`src/rtl/mem_stage.sv`:
```
// MEM pipeline stage: byte-serial RV32I loads and stores over an 8-bit RAM port,
// ALU pass-through, MEM-side forwarding and a registered writeback slot.
module mem_stage #(
    parameter int         ADDR_W   = 32,
    parameter logic [6:0] OP_LOAD  = 7'b0000011,
    parameter logic [6:0] OP_STORE = 7'b0100011
) (
    input  logic              clk_in,
    input  logic              rst_in,
    input  logic              rdy_in,
    input  logic              ex_valid,
    input  logic [4:0]        ex_rd_addr,
    input  logic [31:0]       ex_data,
    input  logic [31:0]       ex_store_data,
    input  logic [6:0]        ex_ins_type,
    input  logic [2:0]        ex_ins_details,
    input  logic [7:0]        mem_din,
    output logic [7:0]        mem_dout,
    output logic [ADDR_W-1:0] mem_a,
    output logic              mem_wr,
    output logic              stall_req,
    output logic              forward_mem_enable,
    output logic [4:0]        forward_mem_addr,
    output logic [31:0]       forward_mem_data,
    output logic              wb_enable,
    output logic [4:0]        wb_rd_addr,
    output logic [31:0]       wb_data
);

    // EX_MEM handshake: the slot is consumed on every edge with rdy_in high and
    // stall_req low; while stall_req is high the upstream latch must hold its contents.
    typedef enum logic [2:0] {S_IDLE, S_RD, S_RD_TAIL, S_WR, S_DONE} state_t;

    state_t              state_q, state_d;
    logic [1:0]          cnt_q, cnt_d;
    logic [1:0]          last_q, last_d;
    logic                uns_q, uns_d;
    logic                is_load_q, is_load_d;
    logic [4:0]          rd_q, rd_d;
    logic [ADDR_W-1:0]   addr_q, addr_d;
    logic [31:0]         sdata_q, sdata_d;
    logic [31:0]         buf_q, buf_d;
    logic [ADDR_W-1:0]   mem_a_q, mem_a_d;
    logic [7:0]          mem_dout_q, mem_dout_d;
    logic                mem_wr_q, mem_wr_d;
    logic                wb_en_q, wb_en_d;
    logic [4:0]          wb_rd_q, wb_rd_d;
    logic [31:0]         wb_data_q, wb_data_d;

    logic                is_mem_op;
    logic                is_load_op;
    logic [31:0]         load_value;

    // Index of the last byte of an access: 0, 1 or 3 (unlisted widths act as W).
    function automatic logic [1:0] last_idx(input logic [2:0] f3);
        logic [1:0] r;
        case (f3[1:0])
            2'b00:   r = 2'd0;
            2'b01:   r = 2'd1;
            default: r = 2'd3;
        endcase
        return r;
    endfunction

    function automatic logic [7:0] byte_of(input logic [31:0] w, input logic [1:0] idx);
        logic [31:0] s;
        s = w >> {idx, 3'b000};
        return s[7:0];
    endfunction

    function automatic logic [31:0] put_byte(input logic [31:0] w, input logic [1:0] lane,
                                             input logic [7:0] b);
        logic [31:0] r;
        r = w;
        case (lane)
            2'd0:    r[7:0]   = b;
            2'd1:    r[15:8]  = b;
            2'd2:    r[23:16] = b;
            default: r[31:24] = b;
        endcase
        return r;
    endfunction

    function automatic logic [31:0] load_ext(input logic [31:0] w, input logic [1:0] last,
                                             input logic uns);
        logic [31:0] r;
        case (last)
            2'd0:    r = {{24{w[7] & ~uns}}, w[7:0]};
            2'd1:    r = {{16{w[15] & ~uns}}, w[15:0]};
            default: r = w;
        endcase
        return r;
    endfunction

    always_comb begin
        is_mem_op  = ex_valid && (ex_ins_type == OP_LOAD || ex_ins_type == OP_STORE);
        is_load_op = (ex_ins_type == OP_LOAD);
        load_value = load_ext(buf_q, last_q, uns_q);

        state_d    = state_q;
        cnt_d      = cnt_q;
        last_d     = last_q;
        uns_d      = uns_q;
        is_load_d  = is_load_q;
        rd_d       = rd_q;
        addr_d     = addr_q;
        sdata_d    = sdata_q;
        buf_d      = buf_q;
        mem_a_d    = mem_a_q;
        mem_dout_d = mem_dout_q;
        mem_wr_d   = 1'b0;
        wb_en_d    = wb_en_q;
        wb_rd_d    = wb_rd_q;
        wb_data_d  = wb_data_q;

        stall_req          = 1'b0;
        forward_mem_enable = 1'b0;
        forward_mem_addr   = 5'd0;
        forward_mem_data   = 32'd0;

        case (state_q)
            S_IDLE: begin
                if (is_mem_op) begin
                    stall_req = 1'b1;
                    addr_d    = ex_data[ADDR_W-1:0];
                    last_d    = last_idx(ex_ins_details);
                    uns_d     = ex_ins_details[2];
                    is_load_d = is_load_op;
                    rd_d      = ex_rd_addr;
                    sdata_d   = ex_store_data;
                    buf_d     = 32'd0;
                    cnt_d     = 2'd0;
                    wb_en_d   = 1'b0;
                    mem_a_d   = ex_data[ADDR_W-1:0];
                    if (is_load_op) begin
                        state_d = S_RD;
                    end else begin
                        state_d    = S_WR;
                        mem_dout_d = ex_store_data[7:0];
                        mem_wr_d   = 1'b1;
                    end
                end else begin
                    wb_en_d   = ex_valid && (ex_rd_addr != 5'd0);
                    wb_rd_d   = ex_rd_addr;
                    wb_data_d = ex_data;
                    if (ex_valid && ex_rd_addr != 5'd0) begin
                        forward_mem_enable = 1'b1;
                        forward_mem_addr   = ex_rd_addr;
                        forward_mem_data   = ex_data;
                    end
                end
            end
            S_RD: begin
                stall_req = 1'b1;
                // RAM returns a byte one cycle after its address, so lane cnt-1 lands now.
                if (cnt_q != 2'd0) buf_d = put_byte(buf_q, cnt_q - 2'd1, mem_din);
                if (cnt_q == last_q) begin
                    state_d = S_RD_TAIL;
                end else begin
                    cnt_d   = cnt_q + 2'd1;
                    mem_a_d = addr_q + ADDR_W'(cnt_d);
                end
            end
            S_RD_TAIL: begin
                stall_req = 1'b1;
                buf_d     = put_byte(buf_q, last_q, mem_din);
                state_d   = S_DONE;
            end
            S_WR: begin
                stall_req = 1'b1;
                if (cnt_q == last_q) begin
                    state_d = S_DONE;
                end else begin
                    cnt_d      = cnt_q + 2'd1;
                    mem_a_d    = addr_q + ADDR_W'(cnt_d);
                    mem_dout_d = byte_of(sdata_q, cnt_d);
                    mem_wr_d   = 1'b1;
                end
            end
            S_DONE: begin
                if (is_load_q) begin
                    wb_en_d   = (rd_q != 5'd0);
                    wb_rd_d   = rd_q;
                    wb_data_d = load_value;
                    if (rd_q != 5'd0) begin
                        forward_mem_enable = 1'b1;
                        forward_mem_addr   = rd_q;
                        forward_mem_data   = load_value;
                    end
                end else begin
                    wb_en_d = 1'b0;
                end
                state_d = S_IDLE;
            end
            default: state_d = S_IDLE;
        endcase
    end

    always_ff @(posedge clk_in) begin
        if (rst_in) begin
            state_q    <= S_IDLE;
            cnt_q      <= 2'd0;
            last_q     <= 2'd0;
            uns_q      <= 1'b0;
            is_load_q  <= 1'b0;
            rd_q       <= 5'd0;
            addr_q     <= '0;
            sdata_q    <= 32'd0;
            buf_q      <= 32'd0;
            mem_a_q    <= '0;
            mem_dout_q <= 8'd0;
            mem_wr_q   <= 1'b0;
            wb_en_q    <= 1'b0;
            wb_rd_q    <= 5'd0;
            wb_data_q  <= 32'd0;
        end else if (rdy_in) begin
            state_q    <= state_d;
            cnt_q      <= cnt_d;
            last_q     <= last_d;
            uns_q      <= uns_d;
            is_load_q  <= is_load_d;
            rd_q       <= rd_d;
            addr_q     <= addr_d;
            sdata_q    <= sdata_d;
            buf_q      <= buf_d;
            mem_a_q    <= mem_a_d;
            mem_dout_q <= mem_dout_d;
            mem_wr_q   <= mem_wr_d;
            wb_en_q    <= wb_en_d;
            wb_rd_q    <= wb_rd_d;
            wb_data_q  <= wb_data_d;
        end
    end

    assign mem_a      = mem_a_q;
    assign mem_dout   = mem_dout_q;
    assign mem_wr     = mem_wr_q & rdy_in;
    assign wb_enable  = wb_en_q;
    assign wb_rd_addr = wb_rd_q;
    assign wb_data    = wb_data_q;

endmodule

```
`config.mk`:
```
export PLATFORM = sky130hd
export DESIGN_NAME = mem_stage
export DESIGN_NICKNAME = d
export VERILOG_FILES = /design/src/rtl/mem_stage.sv
export SDC_FILE = /design/constraint.sdc
export NUM_CORES = 1
export LEC_CHECK = 0
export ABC_CLOCK_PERIOD_IN_PS = 4800
export CAP_MARGIN = 20
export CORE_AREA = 2 2 159 223
export CTS_CLUSTER_SIZE = 24
export DETAILED_ROUTE_END_ITERATION = 6
export DIE_AREA = 0 0 161 225
export MAX_ROUTING_LAYER = met4
export PLACE_DENSITY_LB_ADDON = 0.15
export SLEW_MARGIN = 10
export SYNTH_ARGS = -nofsm -noshare
export SYNTH_HDL_FRONTEND = slang
export SYNTH_SLANG_ARGS = --single-unit
```
`constraint.sdc`:
```
create_clock -name clk_in -period 4.8 [get_ports clk_in]
set_clock_uncertainty 0.2 [all_clocks]
set_input_delay 1.44 -clock clk_in [delete_from_list [all_inputs] [get_ports clk_in]]
set_output_delay 1.44 -clock clk_in [all_outputs]
set_load 0.01 [all_outputs]
```
# After elaboration in Yosys (flattened, before gate mapping)

Index checks and enable logic that the tools add are counted.
Widths: inputs -> output; s select.

Output and inout bits: 118
Flip-flop bits (word level): 189
Word-level logic and storage cells: 141
Bits of input ports: 91

Bitwise logic cells: 4
Add/subtract/negate cells: 3
Mux-type cells: 58
Eq/ne operators: 29
Shift-type cells: 1
Reduce and logical (&&, ||, !) cells: 28

Operators with widths:

| cell               | count |
|---|---|
| $mux 32            | 10 |
| $pmux 32 s2        | 4 |
| $pmux 32 s3        | 1 |
| $mux 8             | 11 |
| $add 32x2->32      | 1 |
| $shr 32x5->8       | 1 |
| $mux 5             | 6 |
| $ne 2x2->1 const B | 14 |
| $reduce_and 6->1   | 4 |
| $pmux 5 s2         | 2 |
| $pmux 8 s2         | 1 |
| $pmux 3 s4         | 1 |
| $reduce_and 4->1   | 3 |
| $mux 1             | 10 |
| $reduce_bool 5->1  | 2 |
| $mux 3             | 3 |
| $reduce_or 3->1    | 3 |
| $pmux 1 s2         | 4 |
| $pmux 2 s2         | 2 |
| $reduce_bool 2->1  | 4 |
| $eq 7x2->1 const B | 1 |
| $eq 7x6->1 const B | 1 |
| $eq 2x1->1 const B | 3 |
| $eq 3x2->1 const B | 2 |
| other kinds (19)   | 29 |

# Logic depth before layout (Yosys ltp)

Word-level depth: 6
Mapped depth: 9
Gate-level depth less buffers: 8

# Least setup slack after synthesis

Ideal clock, no wire load.

Path type: input-to-output
From: input port ex_rd_addr[0]
To: output port forward_mem_addr[2]
Arrival time: 2.883 ns
Stages on the path: 6
Path buffers: 2
Data required time: 3.160 ns
Slack: 0.277 ns
Path through: or4_1 -> o221ai_1 -> nor4_1 -> clkbuf_1 -> clkbuf_1 -> a32o_1

Word-level cells in the longest chain between the ends: 5

Ends and longest elaborated chain:

| item              | RTL line | text |
|---|---|---|
| start, declared   | 12       | `input logic [4:0] ex_rd_addr,` |
| $reduce_bool 5->1 | 146      | `if (ex_valid && ex_rd_addr != 5'd0) begin` |
| $logic_and 1x1->1 | 146      |  |
| $mux 5            | 146      |  |
| $mux 5            | 123      | `if (is_mem_op) begin` |
| $pmux 5 s2        | 121      | `case (state_q)` |
| end, declared     | 23       | `output logic [4:0] forward_mem_addr,` |

Every way passes these cells.

# Worst setup path in the final report

From: input port ex_rd_addr[3]
To: output port forward_mem_data[15]

Word-level cells in the longest chain between the ends: 5

Ends and longest elaborated chain:

| item              | RTL line | text |
|---|---|---|
| $reduce_bool 5->1 | 146      |  |
| $logic_and 1x1->1 | 146      |  |
| $mux 32           | 146      |  |
| $mux 32           | 123      |  |
| $pmux 32 s2       | 121      |  |
| end, declared     | 24       | `output logic [31:0] forward_mem_data,` |

Every way passes these cells.

==> results.md <==
- Status: finished clean
- Die X-Extent: about 160 um
- First-pass GRT wire length: between 50,000 and 60,000 um
- P_sw: 887 uW
- Mapped Area: 0.00913 mm^2
- Avg Synthesized Cell Area: around 8.1 um^2
- Root buffer cell: clkbuf_16
- Detailed Route Iter0 Violations: 462
- Slew Limit Fails: 0
- PortBufs: roughly 210
- Reg power frac: 0.466
- Top fanout value on the critical path: 8
- H-tree levels: 4
- CTS Buffer Depth: 2
- Share of layout cells above drive strength 1: 0.152
- Post-Layout Inst Area: 0.0125 mm^2
- Clk pin slew, worst setup/hold paths: 0.07 ns
- Max Freq: 211 MHz
- TritonCTS Buffers: 17
- Min-Delay Path Class: register to register
- Arrival time at the worst endpoint: 3.10 ns
- Seq cells post-synth: 189
- Max-cap viol count: 0
- Layout Nets: 1,434
- All-Layer GR Usage: 0.208
- Initial antenna violation count: 1
- Clk sinks: 189
- Sequential area share after synthesis: 0.414
- Fin. Hold Viols: 0
- Clk pwr share: 0.418
- Initial Util: 0.268
- Syn Inst Count: 1,122
- Post-DP HPWL: ~27,000 um
- Rel. slew slack: 0.354
- RSZ-0062 raised after global routing: yes
- Wire length per cell: 20.4 um
- Fin util: 0.368
- CTS tree: built
- Logic gate share of total power: 0.116
- Clk_lat worst skew: 0.46 ns
- Vias in the first global route: 8,844
- # IOs: 209
- DRT antenna net count: 0
- Syn Nets: 1,221
- WS Path Type: primary input to output port
- Number of distinct library cells after synthesis: 67
- Critical Path RT: 3.16 ns
- Pin count of the biggest net entering global routing: 82
- Net Sw Frac: 0.257
- Via-to-Cell Ratio: 4.99
- Residual DRC count: 0
- Static Leakage: 4.59 nW
- Ys Warns: 0
- P&R area growth vs syn: 37.1%
- Final-layout fill cell count: around 3,600
- Core ar.: ~0.034 mm^2
- Die outline height: 225 um
- Via count: 8,981
- Die area: roughly 0.036 mm^2
- Final Setup Violations: 0
- Final WL: 36,600 um
- CP Launch Type: primary input
- Crit path time final: approximately 4.7 ns
- # hold bufs at CTS: 0
- CP Capture Type: output port
- EDFF count, synth: 0
- Internal power: roughly 2.6 mW
- Placer Congestion: between 0.8 and 0.9
- # rows: 80
- First-pass DRT Iterations: 6
- Gr ovfl total: 0
- Pwr Density: about 280 mW/mm^2
- Worst-Margin Slew: 0.969 ns
- Placed cell areas: 0.0119 mm^2
- Async set or reset register ratio after synthesis: 0
- Synth Flop Type: dfxtp_1
- VDD IR max: 0.188 mV
- Fin crit share: 0.988
-- cells by family (layout without fill, tap and decap cells) --
group	after synthesis	count (layout)	share of synthesized area
AOI/OAI and AO/OA	252	252	0.200
xor gates and xnor gates	28	28	0.0269
adders and majority gates	8	8	0.0118
buffers and inverters	97	322	0.0463
DFF	189	189	0.414
muxes	42	42	0.0570
other	0	1	0
and+or+nand+nor	506	506	0.244
-- area by class of cell --
| cell class | count | area [um^2] | area share |
|---|---|---|---|
| well taps | 451 | 564 | 0.0451 |
| flip-flops and latches | 189 | 3780 | 0.302 |
| multi-input cells | 836 | 5020 | 0.401 |
| repair buffers | 283 | 2550 | 0.204 |
| diodes | 1 | 2.50 | 0.000200 |
| clock inverters | 14 | 144 | 0.0115 |
| clock buffers | 17 | 425 | 0.0340 |
| inverters | 8 | 30.0 | 0.00240 |
-- path summary, 6_finish.rpt --
path                                             from                     to  slack, ns  cells past startpoint
worst max-delay path                    ex_rd_addr[3]   forward_mem_data[15]       0.06                     10
worst min-delay path            mem_a[2]$_SDFFE_PP0P_  mem_a[2]$_SDFFE_PP0P_       0.25                      2
worst max register to register  cnt_q[1]$_SDFFE_PP0P_  mem_a[5]$_SDFFE_PP0P_       1.32                      8
worst min register to register  mem_a[2]$_SDFFE_PP0P_  mem_a[2]$_SDFFE_PP0P_       0.25                      2
-- flip-flops by register name, indices dropped and copies added, names as in the netlist, 3 cells and up --
name        cells
rd_q            5
wb_rd_addr      5
state_q         3
addr_q         32
buf_q          32
mem_dout        8
sdata_q        32
wb_data        32
mem_a          32
-- through the flow --
step                      instances  hold WS (ns)  power [mW]  setup WS [ns]  TNS [ns]
after floorplan                1122         0.233        1.78          0.277         0
after global placement         1757         0.241        2.04         -0.771    -27.04
after detailed placement       1757         0.244        2.04         -0.782    -27.75
after CTS                      1796         0.255        3.48        -0.0262   -0.0645
after global routing           1799         0.270        3.56        -0.0300   -0.0300
final                          1799         0.253        3.45         0.0589         0
-- placed cells by master (no fill, tap or decap), types with 5 or more instances in the layout --
cell / instances
a211o_1: 11
xor2_1: 16
mux2i_1: 34
xnor2_1: 12
nor2_1: 86
a21boi_2: 6
dlygate4sd2_1: 5
clkbuf_2: 10
clkdlybuf4s50_1: 157
nand2_1: 290
buf_2: 30
nand2b_1: 18
and4_1: 6
a22o_1: 8
clkinv_2: 5
nand3_1: 40
nor3_1: 10
a21oi_2: 10
a32o_1: 21
o21ai_1: 6
nand4_1: 13
a311oi_1: 46
buf_4: 66
a21oi_1: 90
o21ai_0: 19
o22ai_1: 10
inv_1: 7
clkbuf_16: 18
mux4_2: 8
ha_1: 7
dfxtp_1: 189
-- power groups by stage --
stage	sequential [mW]	combinational, mW	clock (mW)
2_1_floorplan	1.65	0.121	0
3_3_place_gp	1.64	0.400	0
3_5_place_dp	1.64	0.400	0
4_1_cts	1.61	0.405	1.47
5_1_grt	1.61	0.425	1.53
6_report	1.61	0.398	1.44
-- metal layers --
metal  track usage  wire length [um]  vias to the layer above  part of all wire
li1              -                 -                     4379                 -
met1         0.231             14700                     4302              0.40
met2         0.363             18900                      253              0.52
met3        0.0351              1600                       47             0.044
met4        0.0982              1500                        0             0.041
met5             -                 0                        -                 0
-- critical path: stages --
cell and delay, ns:
buf_6 0.09, or4_4 0.54, o221ai_4 0.23, nor4_4 0.09
buf_6 0.16, buf_8 0.14, buf_12 0.12, nand2_2 0.05
o21ai_1 0.07, buf_2 0.16
-- Yosys cell counts, types with 16 or more instances --
| library cell | instances | area, um^2 |
|---|---|---|
| a21oi_1 | 90 | 450 |
| a311oi_1 | 46 | 403 |
| a32o_1 | 21 | 210 |
| clkbuf_1 | 64 | 240 |
| dfxtp_1 | 189 | 3780 |
| mux2i_1 | 34 | 340 |
| nand2_1 | 291 | 1090 |
| nand2b_1 | 18 | 113 |
| nand3_1 | 40 | 200 |
| nor2_1 | 87 | 327 |
| o21ai_0 | 20 | 100 |
| xor2_1 | 16 | 140 |
-- repair_timing --
action | in CTS | in global routing
gates cloned | 4 | 0
endpoints found under the setup margin | 38 | 23
hold endpoints to repair | 0 | 0
pin swaps | 3 | 4
setup buffers | 4 | 3
resized for setup | 163 | 34
Note: power is estimated with default switching activity, not from simulation.
